===== config.mk =====
export PLATFORM = sky130hd
export DESIGN_NAME = fifo_circular_param
export DESIGN_NICKNAME = d
export VERILOG_FILES = /design/src/rtl/fifo_circular_param.sv
export SDC_FILE = /design/constraint.sdc
export NUM_CORES = 1
export LEC_CHECK = 0
export CORE_MARGIN = 2
export CORE_UTILIZATION = 50
export CTS_CLUSTER_DIAMETER = 80
export DETAILED_ROUTE_END_ITERATION = 8
export GPL_TIMING_DRIVEN = 0
export PLACE_DENSITY = 0.7
export SYNTH_ARGS = -nofsm -noshare
export SYNTH_HDL_FRONTEND = slang
export SYNTH_SLANG_ARGS = --single-unit

===== constraint.sdc =====
create_clock -name CLOCK -period 2.32 [get_ports CLOCK]
set_input_delay 0.348 -clock CLOCK [delete_from_list [all_inputs] [get_ports CLOCK]]
set_output_delay 0.348 -clock CLOCK [all_outputs]
set_load 0.02 [all_outputs]

===== src/rtl/fifo_circular_param.sv =====
// Parametrised circular-buffer FIFO with standard or first-word-fall-through read,
// programmable almost-full/almost-empty thresholds and sticky overflow/underflow flags.
module fifo_circular_param #(
    parameter int WIDTH    = 8,
    parameter int DEPTH    = 32,
    parameter int FWFT     = 0,
    parameter int AF_LEVEL = DEPTH - 4,
    parameter int AE_LEVEL = 4
) (
    input  logic                         CLOCK,
    input  logic                         RESET,
    input  logic                         CLEAR_N,
    input  logic [WIDTH-1:0]             DATA_IN,
    input  logic                         WRITE,
    input  logic                         READ,
    output logic [WIDTH-1:0]             DATA_OUT,
    output logic [$clog2(DEPTH+1)-1:0]   USE_DW,
    output logic                         F_FULL_N,
    output logic                         F_EMPTY_N,
    output logic                         F_LAST_N,
    output logic                         F_FIRST_N,
    output logic                         F_ALMOST_FULL_N,
    output logic                         F_ALMOST_EMPTY_N,
    output logic                         OVERFLOW,
    output logic                         UNDERFLOW
);

    localparam int CW = $clog2(DEPTH + 1);
    localparam int PW = $clog2(DEPTH);

    logic [WIDTH-1:0] mem_q [DEPTH];
    logic [PW-1:0]    wr_ptr_q, wr_ptr_d;
    logic [PW-1:0]    rd_ptr_q, rd_ptr_d;
    logic [CW-1:0]    count_q, count_d;
    logic             ovf_q, ovf_d;
    logic             unf_q, unf_d;
    logic             empty_s, full_s;
    logic             bypass_s, rd_acc_s, wr_acc_s, mem_we_s;

    // Pointers wrap by explicit compare so DEPTH need not be a power of two.
    function automatic logic [PW-1:0] ptr_inc(input logic [PW-1:0] p);
        return (p == PW'(DEPTH - 1)) ? {PW{1'b0}} : p + PW'(1);
    endfunction

    assign empty_s  = (count_q == {CW{1'b0}});
    assign full_s   = (count_q == CW'(DEPTH));
    // Standard mode forwards a write straight to the output when empty.
    assign bypass_s = (FWFT == 0) && empty_s && READ && WRITE;
    assign rd_acc_s = READ && !empty_s;
    assign wr_acc_s = WRITE && (!full_s || rd_acc_s) && !bypass_s;
    assign mem_we_s = wr_acc_s && CLEAR_N;

    // Next-state for pointers, occupancy and sticky error flags.
    always_comb begin
        wr_ptr_d = wr_ptr_q;
        rd_ptr_d = rd_ptr_q;
        count_d  = count_q;
        ovf_d    = ovf_q;
        unf_d    = unf_q;
        if (!CLEAR_N) begin
            wr_ptr_d = {PW{1'b0}};
            rd_ptr_d = {PW{1'b0}};
            count_d  = {CW{1'b0}};
            ovf_d    = 1'b0;
            unf_d    = 1'b0;
        end else begin
            if (wr_acc_s) begin
                wr_ptr_d = ptr_inc(wr_ptr_q);
            end else begin
                wr_ptr_d = wr_ptr_q;
            end
            if (rd_acc_s) begin
                rd_ptr_d = ptr_inc(rd_ptr_q);
            end else begin
                rd_ptr_d = rd_ptr_q;
            end
            case ({wr_acc_s, rd_acc_s})
                2'b10:   count_d = count_q + CW'(1);
                2'b01:   count_d = count_q - CW'(1);
                default: count_d = count_q;
            endcase
            if (WRITE && full_s && !rd_acc_s) begin
                ovf_d = 1'b1;
            end else begin
                ovf_d = ovf_q;
            end
            if (READ && empty_s && !bypass_s) begin
                unf_d = 1'b1;
            end else begin
                unf_d = unf_q;
            end
        end
    end

    // Control state registers.
    always_ff @(posedge CLOCK or posedge RESET) begin
        if (RESET) begin
            wr_ptr_q <= {PW{1'b0}};
            rd_ptr_q <= {PW{1'b0}};
            count_q  <= {CW{1'b0}};
            ovf_q    <= 1'b0;
            unf_q    <= 1'b0;
        end else begin
            wr_ptr_q <= wr_ptr_d;
            rd_ptr_q <= rd_ptr_d;
            count_q  <= count_d;
            ovf_q    <= ovf_d;
            unf_q    <= unf_d;
        end
    end

    // Storage array; contents are don't-care after reset.
    always_ff @(posedge CLOCK) begin
        if (mem_we_s) begin
            mem_q[wr_ptr_q] <= DATA_IN;
        end
    end

    generate
        if (FWFT != 0) begin : g_fwft
            assign DATA_OUT = empty_s ? {WIDTH{1'b0}} : mem_q[rd_ptr_q];
        end else begin : g_std
            logic [WIDTH-1:0] dout_q, dout_d;

            // Output word: cleared, bypassed, popped or held.
            always_comb begin
                dout_d = dout_q;
                if (!CLEAR_N) begin
                    dout_d = {WIDTH{1'b0}};
                end else if (bypass_s) begin
                    dout_d = DATA_IN;
                end else if (rd_acc_s) begin
                    dout_d = mem_q[rd_ptr_q];
                end else begin
                    dout_d = dout_q;
                end
            end

            // Registered read data.
            always_ff @(posedge CLOCK or posedge RESET) begin
                if (RESET) begin
                    dout_q <= {WIDTH{1'b0}};
                end else begin
                    dout_q <= dout_d;
                end
            end

            assign DATA_OUT = dout_q;
        end
    endgenerate

    assign USE_DW           = count_q;
    assign F_FULL_N         = !full_s;
    assign F_EMPTY_N        = !empty_s;
    assign F_LAST_N         = !(count_q == CW'(DEPTH - 1));
    assign F_FIRST_N        = !(count_q == CW'(1));
    assign F_ALMOST_FULL_N  = !(int'(count_q) >= AF_LEVEL);
    assign F_ALMOST_EMPTY_N = !(int'(count_q) <= AE_LEVEL);
    assign OVERFLOW         = ovf_q;
    assign UNDERFLOW        = unf_q;

endmodule


After elaboration in Yosys (flattened, before gate mapping)
Memories as Yosys holds them, arrays and structs flattened.
Cells that the tools add are included.
{"block": "totals", "register_bits": 26, "mem_bits_rw": 256, "output_inout_bits": 22, "n_memories": 1}
{"block": "classes", "n_addsub": 4, "magnitude_cmp": 2, "n_eq_ne": 13, "n_mux": 17, "reduce_logical": 19}
{"memory": "mem_q", "depth": 32, "width": 8, "rd": 1, "rd_ports_with_merged_regs": 0, "write_ports": 1, "line": "31", "rtl": "logic [WIDTH-1:0] mem_q [DEPTH];"}
{"cell": "5-bit two-way mux", "count": 6}
{"cell": "8-bit two-way mux", "count": 3}
{"cell": "6-bit case mux with 2 select lines", "count": 1}
{"cell": "5-bit by 1-bit adder with 5-bit output, second input constant", "count": 2}
{"cell": "5-bit equality test, second input constant", "count": 2}
{"cell": "1-bit logical AND", "count": 9}
{"cell": "1-bit zero test", "count": 8}
{"cell": "2-bit by 1-bit inequality test with 1-bit output, second input constant", "count": 4}
{"cell": "6-bit by 1-bit adder with 6-bit output, second input constant", "count": 1}
{"cell": "6-bit by 1-bit equality test with 1-bit output, second input constant", "count": 1}
{"cell": "6-bit by 5-bit equality test with 1-bit output, second input constant", "count": 1}
{"cell": "6-bit equality test, second input constant", "count": 1}
{"cell": "6-bit by 5-bit greater-or-equal comparator with 1-bit output, second input constant", "count": 1}
{"cell": "6-bit by 3-bit less-or-equal comparator with 1-bit output, second input constant", "count": 1}
{"cell": "6-bit zero test", "count": 1}
{"cell": "1-bit two-way mux", "count": 6}
{"cell": "6-bit two-way mux", "count": 1}
{"cell": "3-bit by 1-bit inequality test with 1-bit output, second input constant", "count": 2}
{"cell": "6-bit by 1-bit subtractor with 6-bit output, second input constant", "count": 1}
{"cell": "2-bit by 1-bit equality test with 1-bit output, second input constant", "count": 1}
{"cell": "2-bit equality test, second input constant", "count": 1}
{"cell": "1-bit logical OR", "count": 1}

Longest topological paths before layout
{"block": "logic_depth", "ltp_word": 9, "mapped_depth": 8, "ltp_nobuf": 7}

Least setup slack after synthesis
No wires, ideal clock.
{"block": "synth_path", "kind": "flip-flop to flip-flop", "start": "reg count_q[0], in the netlist USE_DW[0]", "end": "mem mem_q[13][0], enable pin", "setup_ns": 0.301, "arrival_time_ns": 2.135, "setup_slack_ns": -0.116, "path_stages_with_launch": 7, "path_cell_list": "dfrtp_1 -> inv_1 -> ha_1 -> or4b_4 -> buf_6 -> o2111ai_1 -> nor2_1"}
{"block": "synth_via", "elab_chain_cells": 9, "word_cells_on_any_way": 14}
{"item": "from (decl)", "line": "34", "rtl": "logic [CW-1:0] count_q, count_d;"}
{"item": "from (signal assigned)", "line": "100", "rtl": "count_q <= {CW{1'b0}};"}
{"item": "from (signal assigned)", "line": "106", "rtl": "count_q <= count_d;"}
{"item": "6-bit zero test", "line": "45", "rtl": "assign empty_s = (count_q == {CW{1'b0}});"}
{"item": "1-bit zero test", "line": "49", "rtl": "assign rd_acc_s = READ && !empty_s;"}
{"item": "1-bit logical AND", "line": "49"}
{"item": "1-bit logical OR", "line": "50", "rtl": "assign wr_acc_s = WRITE && (!full_s || rd_acc_s) && !bypass_s;"}
{"item": "1-bit logical AND", "line": "50"}
{"item": "1-bit logical AND *", "line": "50"}
{"item": "1-bit logical AND *", "line": "51", "rtl": "assign mem_we_s = wr_acc_s && CLEAR_N;"}
{"item": "1-bit two-way mux *", "line": "114", "rtl": "if (mem_we_s) begin"}
{"item": "1-bit two-way mux (implied by the code) *", "line": "115", "rtl": "mem_q[wr_ptr_q] <= DATA_IN;"}
{"item": "to (decl)", "line": "31"}
Every way passes the cells marked *; elsewhere a longest branch is shown, timed or not.

Worst setup path in the final report
{"block": "layout_path", "start": "reg rd_ptr_q[2]", "end": "reg g_std.dout_q[7], in the netlist DATA_OUT[7]"}
{"block": "layout_via", "elab_chain_cells": 4}
{"item": "from (decl)", "line": "33", "rtl": "logic [PW-1:0] rd_ptr_q, rd_ptr_d;"}
{"item": "from (signal assigned)", "line": "99", "rtl": "rd_ptr_q <= {PW{1'b0}};"}
{"item": "from (signal assigned)", "line": "105", "rtl": "rd_ptr_q <= rd_ptr_d;"}
{"item": "memory read 32 x 8 bit"}
{"item": "8-bit two-way mux", "line": "132", "rtl": "end else if (rd_acc_s) begin"}
{"item": "8-bit two-way mux", "line": "130", "rtl": "end else if (bypass_s) begin"}
{"item": "8-bit two-way mux", "line": "128", "rtl": "if (!CLEAR_N) begin"}
{"item": "to (signal assigned)", "line": "142", "rtl": "dout_q <= {WIDTH{1'b0}};"}
{"item": "to (signal assigned)", "line": "144", "rtl": "dout_q <= dout_d;"}
{"item": "to (decl)", "line": "123", "rtl": "logic [WIDTH-1:0] dout_q, dout_d;"}
Every way passes these cells. The select of a mux whose other input is x is not followed.
A chain may end at the register's enable or synchronous reset.

==> flow_summary.ini <==
[sta]
hold_viol = 0
drv_slew = 0
finalCritPeriodShare_pct = 98.5
setup_viol = 0
worst_pin_slew_ns = 1.31
fin_tns_setup_ns = 0
slew_headroom_pct = 12.2
fmax_mhz = 438
fin_skew_ns = 0.0194
timing.hold.ws_ns = 0.379
period_minus_slack_ns = 2.29

[clocking]
cts_made_buffers = 29
cts-root-buf = clkbuf_16
cts_tree = yes
clk_path_buf_depth = 3
clock_sinks = 282
clk_latency_ns = 0.55
htreeDepth = 1
worst_setup_hold_path_clk_slew_ns = 0.06

[critical_path]
path_class = register to register
worstSetupEndpointType = register
r2r_end = DATA_OUT[7]
r2r_setup_slack_ns = 0.03
cp_max_fo = 10
worst-r2r-cell-count = 7
start_kind = register
r2r_start = rd_ptr_q[2]
worstPathArrival_ns = 2.76
cp.required_ns = 2.79

[grt]
grt_pass1_wl_microns = 41800
antenna_found_initial = 1
grt_max_degree = 34
grt-ovfl-total = 0
grt_usage_pct = 23.2
grt_pass1_vias = 6880

[place]
dpl.hpwl_microns = 18200
io_buffers = 34
finalWeightedCongestion = 0.891

[final_layout]
antenna_cells = 0
fin_nets = 836
multi_input_area_sq_um = 3460
seqCellArea_sq_um = 8340
fin_util_pct = 61.4
layout-drive-gt1-share_pct = 18.7
syn_to_final_growth_pct = 19.7
n_fill_cell = 1623

[yosys]
synth_compound_area_share_pct = 8.64
synthXorXnorAreaFrac_pct = 0.225
yosys_register_bits = 282
ys.flop_type = edfxtp_1
synth_nets = 758
synth_area_per_cell_sq_um = 15.9
syn_area_sq_um = 11700
synthMuxAreaShare_pct = 11.3
postSynth.asyncResetShare_pct = 9.22
ys_seq_area_share_pct = 71.4
synth-simple-area-share_pct = 5.08
synthCells = 734
synth_edf_count = 256
synth_cell_types = 53
synth_top_family_by_area = multiplexers
ys_warn_count = 0
synth_adder_area_share_pct = 1.18

[detailed_routing]
vias = 6871
wirelength_microns = 28000
wl_per_cell_microns = 24.5
drt_iter0_markers = 614
vias_per_cell = 6.00
drc = 0
firstDrtPassIters = 5
ant_nets = 0

[power_and_ir_drop]
total_power_w = 0.0139
power_density_nw_per_um2 = 996
sw_frac_of_total_pct = 27.7
vdd_drop_max_mv = 0.625
leakagePower_nw = 4.49
internal_power_w = 0.0101
p_sw_w = 0.00385
power_frac_comb_pct = 23.5
pwr-share-clk_pct = 34.9
pwr-share-seq_pct = 41.6

[floorplanning]
die_w_microns = 157
pin_count = 35
start_util_pct = 51.2
num_rows = 55
die_h_microns = 157
core_sq_um = 22800
die_area_sq_um = 24600

[min_path]
hp-class = input pin to async pin

[status]
status = finished clean

[flow_run]
maxCapViolations = 0
metrics by stage:
step	cell area [sq um]	std cells	setup slack [ns]
after global routing	14000	1146	-0.00306
after global placement	12400	1081	-0.607
after floorplan	11700	734	-0.0348
after detailed placement	12400	1081	-0.770
final	14000	1146	0.0348
after CTS	13800	1138	0.00139
what timing repair did:
action	CTS	global route
resized for setup	97	27
setup buffers	6	6
pin swaps	4	2
cloned	0	1
setup endpoints to repair	274	30
hold buffers	0	0
cell families after synthesis:
group / count (synthesis)
AND/OR/NAND/NOR: 114
XOR/XNOR: 3
adder cells (fa/ha/maj): 11
AO/OA/AOI/OAI: 138
multiplexers: 132
buffers and inverters: 54
flip-flops: 282
placed cells by master (no fill, tap or decap), types with 9 or more instances in the layout:
cell type / synthesis / routed
a21oi_1: 24 / 24
a221oi_1: 21 / 12
a221oi_2: 0 / 9
a22o_1: 22 / 22
a22oi_1: 29 / 28
buf_4: 3 / 17
clkbuf_1: 26 / 23
clkbuf_16: 0 / 30
clkdlybuf4s50_1: 0 / 24
dfrtp_1: 26 / 23
edfxtp_1: 256 / 256
ha_1: 11 / 10
mux2i_1: 132 / 132
nand2_1: 18 / 14
nor2_1: 47 / 14
nor2_2: 0 / 10
nor2_4: 0 / 23
o21ai_0: 14 / 14
critical path, stage by stage (launching register included):
cell      delay, ns
dfrtp_1        0.44
nor2b_1        0.15
clkbuf_1       0.17
clkbuf_2       0.26
a22oi_1        0.36
a21oi_1        0.11
nor4_1         0.50
a22o_1         0.23
state kept, by name (all words and copies together) (netlist names):
register / cells
wr_ptr_q: 5
OVERFLOW: 1
UNDERFLOW: 1
rd_ptr_q: 5
DATA_OUT: 8
mem_q: 256
USE_DW: 6
synth_stat cells (2+ instances only):
library cell  number  share of area (%)
a21oi_1           24                1.0
a221oi_1          21                1.6
a22o_1            22                1.7
a22oi_1           29                1.9
a31oi_1            2               0.11
and3_1             3               0.16
buf_2             13               0.56
buf_4              3               0.19
buf_6              2               0.19
clkbuf_1          26               0.84
dfrtp_1           26                5.6
edfxtp_1         256                 66
ha_1              11                1.2
inv_1              9               0.29
mux2i_1          132                 11
nand2_1           18               0.58
nand2b_1           4               0.21
nand3_1            7               0.30
nand3b_1           3               0.19
nand4_1            3               0.16
nor2_1            47                1.5
nor2b_1            3               0.16
nor3_1             4               0.17
nor3b_1            3               0.19
nor4_1             2               0.11
o21ai_0           14               0.60
o21ai_2            2               0.15
o22ai_1            8               0.43
o32ai_1            7               0.53
or3_1              2               0.11
or3b_2             2               0.15
or4_1              3               0.19
or4b_2             2               0.17
xnor2_1            2               0.15
power groups by stage:
stage                     registers, W  logic, W  clock network [W]
after global placement         0.00588   0.00275                  0
after global routing           0.00580   0.00345            0.00513
after floorplan                0.00596   0.00176                  0
after detailed placement       0.00589   0.00281                  0
final                          0.00579   0.00328            0.00485
after CTS                      0.00579   0.00301            0.00490
per-layer routing:
| metal | share of wire (%) | vias up | wire [microns] | global-route usage [%] |
|---|---|---|---|---|
| met5 | 0.046 | - | 13 | 0 |
| met4 | 1.5 | 2 | 433 | 5.55 |
| met3 | 8.2 | 38 | 2300 | 4.60 |
| met2 | 48 | 285 | 13500 | 37.6 |
| met1 | 42 | 3464 | 11800 | 32.6 |
| li1 | - | 3082 | - | - |
how the worst max path moves through the flow:
stage                           start            to  slack [ns]  cells past startpoint
after CTS                 rd_ptr_q[1]   DATA_OUT[5]       0.001                      7
after global placement        CLEAR_N  mem_q[12][6]       -0.61                      5
after global routing      rd_ptr_q[2]   DATA_OUT[6]      -0.003                      7
final                     rd_ptr_q[2]   DATA_OUT[7]        0.03                      7
after detailed placement      CLEAR_N  mem_q[16][6]       -0.77                      5
after floorplan             USE_DW[0]  mem_q[11][0]       -0.03                      7
final cells by class:
cell class / count / share of cell area [%]
clock buffers: 34 / 5.40
plain buffers: 44 / 1.81
well taps: 313 / 2.80
multi-input cells: 398 / 24.8
repair buffers: 48 / 3.44
flip-flops and latches: 282 / 59.7
inverters: 9 / 0.278
clock inverters: 18 / 1.81
Note: power is estimated with default switching activity, not from simulation.
